File: src/rtl/wb_pkg.sv
// Shared Wishbone definitions: bus widths, arbiter state encoding and request payload.
package wb_pkg;

    localparam int unsigned WB_DW = 16;
    localparam int unsigned WB_AW = 16;

    typedef enum logic [1:0] {
        IDLE,
        GNT0,
        GNT1
    } arb_state_t;

    // Master-to-slave request payload as seen on one bus
    typedef struct packed {
        logic             cyc;
        logic             stb;
        logic             we;
        logic [WB_AW-1:0] adr;
        logic [WB_DW-1:0] dat;
    } wb_req_t;

endpackage

File: src/rtl/if_wb.sv
// Pipelined Wishbone bus; dat_o flows master->slave, dat_i flows slave->master.
interface if_wb;
    import wb_pkg::*;

    logic             clk;
    logic             rst;
    logic             cyc;
    logic             stb;
    logic             we;
    logic [WB_AW-1:0] adr;
    logic [WB_DW-1:0] dat_o;
    logic [WB_DW-1:0] dat_i;
    logic             ack;
    logic             stall;

    modport master (
        input  clk, rst,
        output cyc, stb, we, adr, dat_o,
        input  dat_i, ack, stall
    );

    modport slave (
        input  clk, rst,
        input  cyc, stb, we, adr, dat_o,
        output dat_i, ack, stall
    );

endinterface

File: src/rtl/wb_arbiter2.sv
// Two-master round-robin Wishbone arbiter with bus lock for the whole cycle and
// an outstanding-transfer limit on the shared slave bus.
module wb_arbiter2
    import wb_pkg::*;
#(
    parameter int unsigned MAX_OUTST = 4
) (
    input logic  clk,
    input logic  rst_n,
    if_wb.slave  m0,
    if_wb.slave  m1,
    if_wb.master s
);

    localparam int unsigned   CW        = $clog2(MAX_OUTST + 1);
    localparam logic [CW-1:0] OUTST_MAX = CW'(MAX_OUTST);

    arb_state_t    state;
    arb_state_t    state_nxt;
    logic          last;
    logic          last_nxt;
    logic [CW-1:0] outst;
    logic [CW-1:0] outst_nxt;

    wb_req_t req0;
    wb_req_t req1;
    wb_req_t sel;
    logic    gnt0;
    logic    gnt1;
    logic    full;
    logic    busy;
    logic    stb_fwd;
    logic    issue;

    assign req0 = '{cyc: m0.cyc, stb: m0.stb, we: m0.we, adr: m0.adr, dat: m0.dat_o};
    assign req1 = '{cyc: m1.cyc, stb: m1.stb, we: m1.we, adr: m1.adr, dat: m1.dat_o};

    assign gnt0 = (state == GNT0);
    assign gnt1 = (state == GNT1);
    assign full = (outst == OUTST_MAX);
    assign busy = (outst != '0);

    // Request mux: all-zero while idle
    always_comb begin
        sel = '0;
        if (gnt0) begin
            sel = req0;
        end else if (gnt1) begin
            sel = req1;
        end
    end

    // Slave side: cyc stays up after the owner lets go until every issued transfer is acked
    assign stb_fwd = sel.cyc & sel.stb & ~full;
    assign s.cyc   = sel.cyc | ((gnt0 | gnt1) & busy);
    assign s.stb   = stb_fwd;
    assign s.we    = sel.we;
    assign s.adr   = sel.adr;
    assign s.dat_o = sel.dat;

    assign issue = stb_fwd & ~s.stall;

    // Master side: the loser only ever sees stall
    assign m0.stall = gnt0 ? (s.stall | full) : 1'b1;
    assign m0.ack   = gnt0 & s.ack;
    assign m0.dat_i = gnt0 ? s.dat_i : '0;
    assign m1.stall = gnt1 ? (s.stall | full) : 1'b1;
    assign m1.ack   = gnt1 & s.ack;
    assign m1.dat_i = gnt1 ? s.dat_i : '0;

    // Outstanding counter; a stray ack at zero is ignored
    always_comb begin
        outst_nxt = outst;
        if (issue && !s.ack) begin
            outst_nxt = outst + CW'(1);
        end else if (!issue && s.ack && busy) begin
            outst_nxt = outst - CW'(1);
        end
    end

    // Grant FSM next state; last records the most recently released master
    always_comb begin
        state_nxt = state;
        last_nxt  = last;
        case (state)
            IDLE: begin
                if (m0.cyc && m1.cyc) begin
                    state_nxt = last ? GNT0 : GNT1;
                end else if (m0.cyc) begin
                    state_nxt = GNT0;
                end else if (m1.cyc) begin
                    state_nxt = GNT1;
                end
            end
            GNT0: begin
                if (!m0.cyc && !busy) begin
                    state_nxt = IDLE;
                    last_nxt  = 1'b0;
                end
            end
            GNT1: begin
                if (!m1.cyc && !busy) begin
                    state_nxt = IDLE;
                    last_nxt  = 1'b1;
                end
            end
            default: state_nxt = IDLE;
        endcase
    end

    always_ff @(posedge clk or negedge rst_n) begin
        if (!rst_n) begin
            state <= IDLE;
            last  <= 1'b1;
            outst <= '0;
        end else begin
            state <= state_nxt;
            last  <= last_nxt;
            outst <= outst_nxt;
        end
    end

endmodule

File: src/flat_wrapper.sv
// flat-port wrapper written by rule: the top's interface ports become plain ports
module wb_arbiter2_flat import wb_pkg::*;
#(
    parameter int unsigned MAX_OUTST = 4
)
  (clk, rst_n, m0_clk, m0_rst, m0_cyc, m0_stb, m0_we, m0_adr, m0_dat_o, m0_dat_i, m0_ack, m0_stall, m1_clk, m1_rst, m1_cyc, m1_stb, m1_we, m1_adr, m1_dat_o, m1_dat_i, m1_ack, m1_stall, s_clk, s_rst, s_cyc, s_stb, s_we, s_adr, s_dat_o, s_dat_i, s_ack, s_stall);
  if_wb m0_i ();
  if_wb m1_i ();
  if_wb s_i ();
  input logic clk;
  input logic rst_n;
  input wire logic [$bits(m0_i.clk)-1:0] m0_clk;
  input wire logic [$bits(m0_i.rst)-1:0] m0_rst;
  input wire logic [$bits(m0_i.cyc)-1:0] m0_cyc;
  input wire logic [$bits(m0_i.stb)-1:0] m0_stb;
  input wire logic [$bits(m0_i.we)-1:0] m0_we;
  input wire logic [$bits(m0_i.adr)-1:0] m0_adr;
  input wire logic [$bits(m0_i.dat_o)-1:0] m0_dat_o;
  output wire logic [$bits(m0_i.dat_i)-1:0] m0_dat_i;
  output wire logic [$bits(m0_i.ack)-1:0] m0_ack;
  output wire logic [$bits(m0_i.stall)-1:0] m0_stall;
  input wire logic [$bits(m1_i.clk)-1:0] m1_clk;
  input wire logic [$bits(m1_i.rst)-1:0] m1_rst;
  input wire logic [$bits(m1_i.cyc)-1:0] m1_cyc;
  input wire logic [$bits(m1_i.stb)-1:0] m1_stb;
  input wire logic [$bits(m1_i.we)-1:0] m1_we;
  input wire logic [$bits(m1_i.adr)-1:0] m1_adr;
  input wire logic [$bits(m1_i.dat_o)-1:0] m1_dat_o;
  output wire logic [$bits(m1_i.dat_i)-1:0] m1_dat_i;
  output wire logic [$bits(m1_i.ack)-1:0] m1_ack;
  output wire logic [$bits(m1_i.stall)-1:0] m1_stall;
  input wire logic [$bits(s_i.clk)-1:0] s_clk;
  input wire logic [$bits(s_i.rst)-1:0] s_rst;
  output wire logic [$bits(s_i.cyc)-1:0] s_cyc;
  output wire logic [$bits(s_i.stb)-1:0] s_stb;
  output wire logic [$bits(s_i.we)-1:0] s_we;
  output wire logic [$bits(s_i.adr)-1:0] s_adr;
  output wire logic [$bits(s_i.dat_o)-1:0] s_dat_o;
  input wire logic [$bits(s_i.dat_i)-1:0] s_dat_i;
  input wire logic [$bits(s_i.ack)-1:0] s_ack;
  input wire logic [$bits(s_i.stall)-1:0] s_stall;
  assign m0_i.clk = m0_clk;
  assign m0_i.rst = m0_rst;
  assign m0_i.cyc = m0_cyc;
  assign m0_i.stb = m0_stb;
  assign m0_i.we = m0_we;
  assign m0_i.adr = m0_adr;
  assign m0_i.dat_o = m0_dat_o;
  assign m0_dat_i = m0_i.dat_i;
  assign m0_ack = m0_i.ack;
  assign m0_stall = m0_i.stall;
  assign m1_i.clk = m1_clk;
  assign m1_i.rst = m1_rst;
  assign m1_i.cyc = m1_cyc;
  assign m1_i.stb = m1_stb;
  assign m1_i.we = m1_we;
  assign m1_i.adr = m1_adr;
  assign m1_i.dat_o = m1_dat_o;
  assign m1_dat_i = m1_i.dat_i;
  assign m1_ack = m1_i.ack;
  assign m1_stall = m1_i.stall;
  assign s_i.clk = s_clk;
  assign s_i.rst = s_rst;
  assign s_cyc = s_i.cyc;
  assign s_stb = s_i.stb;
  assign s_we = s_i.we;
  assign s_adr = s_i.adr;
  assign s_dat_o = s_i.dat_o;
  assign s_i.dat_i = s_dat_i;
  assign s_i.ack = s_ack;
  assign s_i.stall = s_stall;
  wb_arbiter2 #(.MAX_OUTST(MAX_OUTST)) u_core (.clk(clk), .rst_n(rst_n), .m0(m0_i), .m1(m1_i), .s(s_i));
endmodule
File: config.mk
export PLATFORM = sky130hd
export DESIGN_NAME = wb_arbiter2_flat
export DESIGN_NICKNAME = d
export VERILOG_FILES = /design/src/rtl/wb_pkg.sv /design/src/rtl/if_wb.sv /design/src/rtl/wb_arbiter2.sv /design/src/flat_wrapper.sv
export SDC_FILE = /design/constraint.sdc
export NUM_CORES = 1
export LEC_CHECK = 0
export ABC_AREA = 0
export CORE_AREA = 2 2 74 76
export DETAILED_ROUTE_END_ITERATION = 8
export DIE_AREA = 0 0 76 78
export HOLD_SLACK_MARGIN = 0.12
export PLACE_DENSITY = 0.8
export SLEW_MARGIN = 25
export SYNTH_ARGS = -nofsm -noshare
export SYNTH_HDL_FRONTEND = slang
export SYNTH_SLANG_ARGS = --single-unit
File: constraint.sdc
create_clock -name clk -period 3.05 [get_ports clk]
set_input_delay 0.305 -clock clk [delete_from_list [all_inputs] [get_ports clk]]
set_output_delay 0.305 -clock clk [all_outputs]
set_load 0.02 [all_outputs]
======== Word-level counts from Yosys, hierarchy flattened ========
Cells that the tools add are included.
word-level totals
  ROM bits ................................ 0
  RAM bits ................................ 0
  memories ................................ 0
  output and inout bits ................... 71
  word-level logic and storage cells ...... 57
  input port bits ......................... 96
  bits in registers ....................... 6
  latch bits .............................. 0
cells by class
  mux-type cells .......................... 18
  order comparisons ....................... 0
  shift-type cells ........................ 0
  equality and inequality tests ........... 6
  bitwise operators ....................... 11
  $mul .................................... 0
  add/sub/neg operators ................... 2
  divide/modulo/power cells ............... 0
  reduce and logical (&&, ||, !) cells .... 17
operator list
  kind                                                                     number
  35-bit 2-to-1 mux                                                        2
  16-bit 2-to-1 mux                                                        2
  2-bit 2-to-1 mux                                                         6
  1-bit AND                                                                6
  1-bit logical AND                                                        6
  3-bit 2-to-1 mux                                                         2
  2-bit case mux with 3 select lines                                       1
  3-bit AND reduction                                                      2
  1-bit logical NOT                                                        5
  1-bit 2-to-1 mux                                                         4
  2-bit inequality test, second input constant                             2
  4-bit by 3-bit inequality test with 1-bit output, second input constant  1
  2-bit nonzero test                                                       2
  3-bit by 1-bit adder with 3-bit output, second input constant            1
  3-bit equality test, second input constant                               1
  1-bit bitwise OR                                                         3
  3-bit nonzero test                                                       1
  3-bit by 1-bit subtractor with 3-bit output, second input constant       1
  2-bit by 1-bit equality test with 1-bit output, second input constant    1
  2-bit equality test, second input constant                               1
  2-bit logical NOT                                                        1
  1-bit inverter                                                           2
  1-bit case mux with 2 select lines                                       1

======== Logic depth before layout (Yosys ltp) ========
  depth in word-level cells ............... 11
  gate-level depth with buffers ........... 11
  mapped depth without buffers ............ 10

======== Worst setup path after synthesis ========
No wires, ideal clock.
  path type ............................... register to register
  start ................................... register u_core.state[1]
  end ..................................... register u_core.outst[2]
  setup time .............................. 87 ps
  period minus slack after synthesis ...... 2300 ps
  buffers on the path ..................... 1
  cell stages (with the launch flop) ...... 12
  slack ................................... 750 ps
  arrival ................................. 2212 ps
  data required time ...................... 2963 ps
  cells stage by stage .................... dfrtp_1 > inv_1 > ha_1 > buf_6 > nand4b_4 > a211oi_4 > nand2_1 > fa_1 > nand2b_1 > a21oi_1 > mux2i_1 > a22oi_1
between the ends
  cells in the longest elaborated chain, start to end .. 10
  elaborated cells on any way between the ends .. 13
  classes of those cells .................. eq/ne (2); mux (3); bitwise (3); reduce/logical (5)
ends and longest elaborated chain
  what                                 RTL line            text
  from (decl)                          wb_arbiter2.sv:18   arb_state_t state;
  from (signal assigned)               wb_arbiter2.sv:117  state <= state_nxt;
  2-bit equality test                  wb_arbiter2.sv:39   assign gnt1 = (state == GNT1);
  35-bit 2-to-1 mux                    wb_arbiter2.sv:48   end else if (gnt1) begin
  35-bit 2-to-1 mux (*)                wb_arbiter2.sv:46   if (gnt0) begin
  1-bit AND (*) (2 in a row)           wb_arbiter2.sv:54   assign stb_fwd = sel.cyc & sel.stb & ~full;
  1-bit AND (*)                        wb_arbiter2.sv:61   assign issue = stb_fwd & ~s.stall;
  1-bit logical NOT                    wb_arbiter2.sv:76   end else if (!issue && s.ack && busy) begin
  1-bit logical AND (2 in a row)       wb_arbiter2.sv:76
  2-bit nonzero test (no source line)  n/a
  to (signal assigned)                 wb_arbiter2.sv:119  outst <= outst_nxt;
  to (decl)                            wb_arbiter2.sv:22   logic [CW-1:0] outst;
Mark *: on every way between the ends. The rest lies on a longest branch, timed or not.
A chain may end at the register's enable or synchronous reset.

======== Worst setup path after layout ========
  start ................................... register u_core.state[1]
  end ..................................... output port s_cyc
between the ends
  cells in the longest elaborated chain, start to end .. 4
  elaborated cells on any way between the ends .. 7
  classes of those cells .................. eq/ne (2); mux (2); bitwise (3)
ends and longest elaborated chain
  what                                                                                          RTL line                              text
  2-bit equality test / 2-bit by 1-bit equality test with 1-bit output (equally long branches)  wb_arbiter2.sv:39, wb_arbiter2.sv:38
  35-bit 2-to-1 mux / 1-bit bitwise OR (equally long branches)                                  wb_arbiter2.sv:48, wb_arbiter2.sv:55
  35-bit 2-to-1 mux / 1-bit AND (equally long branches)                                         wb_arbiter2.sv:46, wb_arbiter2.sv:55
  1-bit bitwise OR (*)                                                                          wb_arbiter2.sv:55                     assign s.cyc = sel.cyc | ((gnt0 | gnt1) & busy);
  to (decl)                                                                                     flat_wrapper.sv:34                    output wire logic [$bits(s_i.cyc)-1:0] s_cyc;
Marks and branches as above.

==> summary.md <==
| Metric | Value |
|---|---|
| Count of buffers from port buffering | `160` |
| Worst Path Buf+Inv | `3` |
| Routed via count | `between 1500 and 2000` |
| Outcome | `completed` |
| Clock tree sinks | `6` |
| Initial antenna violation count | `0` |
| Hpwl dp | `about 4400 um` |
| Setup Fix Bufs, Post-CTS | `0` |
| Remaining Overflow, GRT | `0` |
| Crit. End Element | `output pin` |
| Placed Cells | `roughly 430` |
| Worst hold path type | `input port to asynchronous set/reset pin` |
| DRC errors left | `0` |
| Most used DFF post-synth | `dfrtp_1` |
| Area of the multi-input gates | `approximately 1000 sq um` |
| EDFF count, synth | `0` |
| Clk pin slew, worst setup/hold paths | `~0.040 ns` |
| I/O pin count | `roughly 170` |
| Sw Pwr | `between 1000 and 1500 uW` |
| Yosys warns | `0` |
| Routed len/inst | `between 10 and 15 um` |
| Worst-path cell chain | `inv_1 -> ha_2 -> buf_12 -> nor2_1 -> a221o_1 -> clkdlybuf4s50_1` |
| MaxCap Viol Count | `0` |
| Htree depth | `1` |
| Leak pwr | `0.00109 uW` |
| Num rows | `26` |
| Post-Syn Area | `1250 sq um` |
| Max-slew violation count | `0` |
| Detailed Route Iter0 Violations | `between 50 and 60` |
| Full die area | `5930 sq um` |
| R2r setup slk | `0.47 ns` |
| Layout cell share with drive strength beyond 1 | `0.0388` |
| Switching share of power | `0.494` |
| Fill cells | `~460` |
| Final Critical Period | `2.58 ns` |
| Clock Power Share | `0.061` |
| Mapped Cells | `between 200 and 250` |
| Pint | `about 1000 uW` |
| Final net count | `between 400 and 500` |
| Netlist cell types | `36` |
| Share of synthesized registers carrying an async set or reset | `1.00` |
| Placer Congestion | `0.871` |
| Reg power frac | `0.085` |
| Clk root buf | `clkbuf_8` |
| Vias in the first global route | `just under 2000` |
| Antenna diodes | `0` |
| Clock Path Buffers | `2` |
| Worst reg2reg path startpoint | `u_core.state[1]` |
| Setup violators final | `0` |
| Hold_buf cts | `0` |
| Worst r2r path cells | `10` |
| Tcrit/Tclk final | `0.847` |
| Hold Vio Cnt, Final | `0` |
| CTS Buf Count | `3` |
| Unrepaired setup endpoints after global routing | `no` |
| P per Cell Area | `~700 nW/um^2` |
| Avg Vias per Cell | `approximately 4.5` |
| Worst-path fanout max | `77` |
| Slowest cell delay on critical path | `~0.54 ns` |
| Fmax achieved | `around 0.39 GHz` |
| Post-route ant nets | `0` |
| Critical path's top delay family | `buffers and inverters` |
| Final wirelength | `5310 um` |
| First-pass GRT wire length | `around 9000 um` |
| Gr usage total | `0.180` |
| CP required | `approximately 2.7 ns` |
| Gate power share | `0.854` |
| Crit path DAT | `about 2.3 ns` |
| Sequential area share after synthesis | `0.121` |
| Starting Density | `0.247` |
| Slowest-stage cell, CP | `clkdlybuf4s50_1` |
| DIE WIDTH | `~76 um` |
| Setup TNS | `0 ns` |
| Avg Cell Area, Syn | `around 6 sq um` |
| Register area | `between 150 and 200 sq um` |
| VDD IR-drop max | `between 0.3 and 0.4 mV` |
| Pre-antenna DRT Iters | `4` |
| Startpoint types | `flip-flop` |
| Clock latency at the later pin of the worst-skew pair | `approximately 0.23 ns` |
| Post-synthesis register bit count | `6` |
| Worst rel slew slack | `0.746` |
| Die Span Y | `78 um` |
| Critical path class | `flip-flop to output pin` |
| Placeable Area | `roughly 5000 sq um` |
| Post-Syn Nets | `slightly above 300` |
| Largest net degree at the start of global routing | `78` |
| Post-CTS sizing | `0` |
| Worst-Margin Slew | `0.380 ns` |
| CTS tree | `yes` |
| Reg2Reg Capture Point | `u_core.outst[2]` |
| P&R area growth vs syn | `137%` |
| Setup Skew | `about 0.007 ns` |
| Finished Layout Cells | `between 400 and 500` |
## worst max path at each step
stage,startpoint,endpoint,slack [ns],cells after the start
after global placement,m1_cyc,u_core.outst[2],0.50,9
after global routing,u_core.state[1],u_core.outst[2],0.24,10
after CTS,u_core.state[1],u_core.outst[2],0.45,10
after detailed placement,m1_cyc,u_core.outst[2],0.44,9
final,u_core.state[1],s_cyc,0.47,6
after floorplan,u_core.state[1],u_core.outst[2],0.75,11
## metal layers
| layer | routed length [um] | track usage |
|---|---|---|
| met1 | 2120 | 0.209 |
| met2 | 2670 | 0.338 |
| met3 | 464 | 0.0477 |
| met4 | 46 | 0.0236 |
| met5 | 0 | 0 |
## final cells by class
cell class | instances | share of cell area
multi-input combinational | 181 | 0.339
tap | 70 | 0.0297
timing repair buffer | 164 | 0.557
sequential | 6 | 0.0513
clock buffer | 4 | 0.0153
inverter | 6 | 0.00763
## registers in the layout (all words and copies together), names as in the netlist
signal,flops
u_core.outst,3
u_core.state,2
u_core.last,1
## power by group through the flow
stage / combinational [uW] / sequential (uW) / clock [uW]
2_1_floorplan: 971 / 161 / 0
3_3_place_gp: 1750 / 172 / 0
3_5_place_dp: 1780 / 175 / 0
4_1_cts: 1780 / 175 / 129
5_1_grt: 1920 / 182 / 133
6_report: 1760 / 176 / 126
## kinds of logic after synthesis
family | share of synthesized area
muxes | 0.0161
buffers and inverters | 0.0793
and+or+nand+nor | 0.474
xor gates and xnor gates | 0.00703
adders and majority gates | 0.0462
DFF | 0.121
AOI/OAI and AO/OA | 0.256
## synth_stat cells, types with 2 or more instances
cell type   n  area (sq um)
ha_1        3          37.5
nand4_1     2          12.5
clkbuf_1   11          41.3
nand2b_1    2          12.5
o41ai_1     2          17.5
nand2_1    73           274
o31ai_1     2          15.0
a21oi_1     5          25.0
nor2_1      4          15.0
mux2i_1     2          20.0
dfrtp_1     5           125
o22ai_1     2          12.5
buf_1       3          11.3
o21ai_0    34           170
inv_1       6          22.5
and2_1     34           213
## layout by cell type, fill, tap and decap left out, drive strengths merged, types with 3 or more instances in the layout
cell           count
clkdlybuf4s50    160
nand2             73
and2              34
o21ai             34
inv                6
a21oi              5
dfrtp              5
nor2               4
clkbuf             4
buf                4
ha                 3
## per-stage QoR
stage / setup WS, ns / instance area, sq um / utilization / hold WS (ns) / total power (uW)
4_1_cts: 0.446 / 2950 / 0.585 / 0.334 / 2090
5_1_grt: 0.244 / 2950 / 0.585 / 0.360 / 2230
2_1_floorplan: 0.750 / 1250 / - / 0.00941 / 1130
6_report: 0.465 / 2950 / 0.585 / 0.337 / 2070
3_5_place_dp: 0.439 / 2910 / 0.576 / 0.530 / 1950
3_3_place_gp: 0.502 / 2910 / 0.576 / 0.519 / 1920
## worst reg2reg max path, cell delays in order, from the launching register on
cell and delay (ns):
dfrtp_1 0.38, inv_1 0.11, ha_2 0.34, nand3_2 0.17, a211oi_4 0.31, nand2_1 0.14, fa_1 0.45, nand2b_1 0.19
a21oi_1 0.14, mux2i_1 0.09, a22oi_1 0.19
Note: power is estimated with default switching activity, not from simulation.
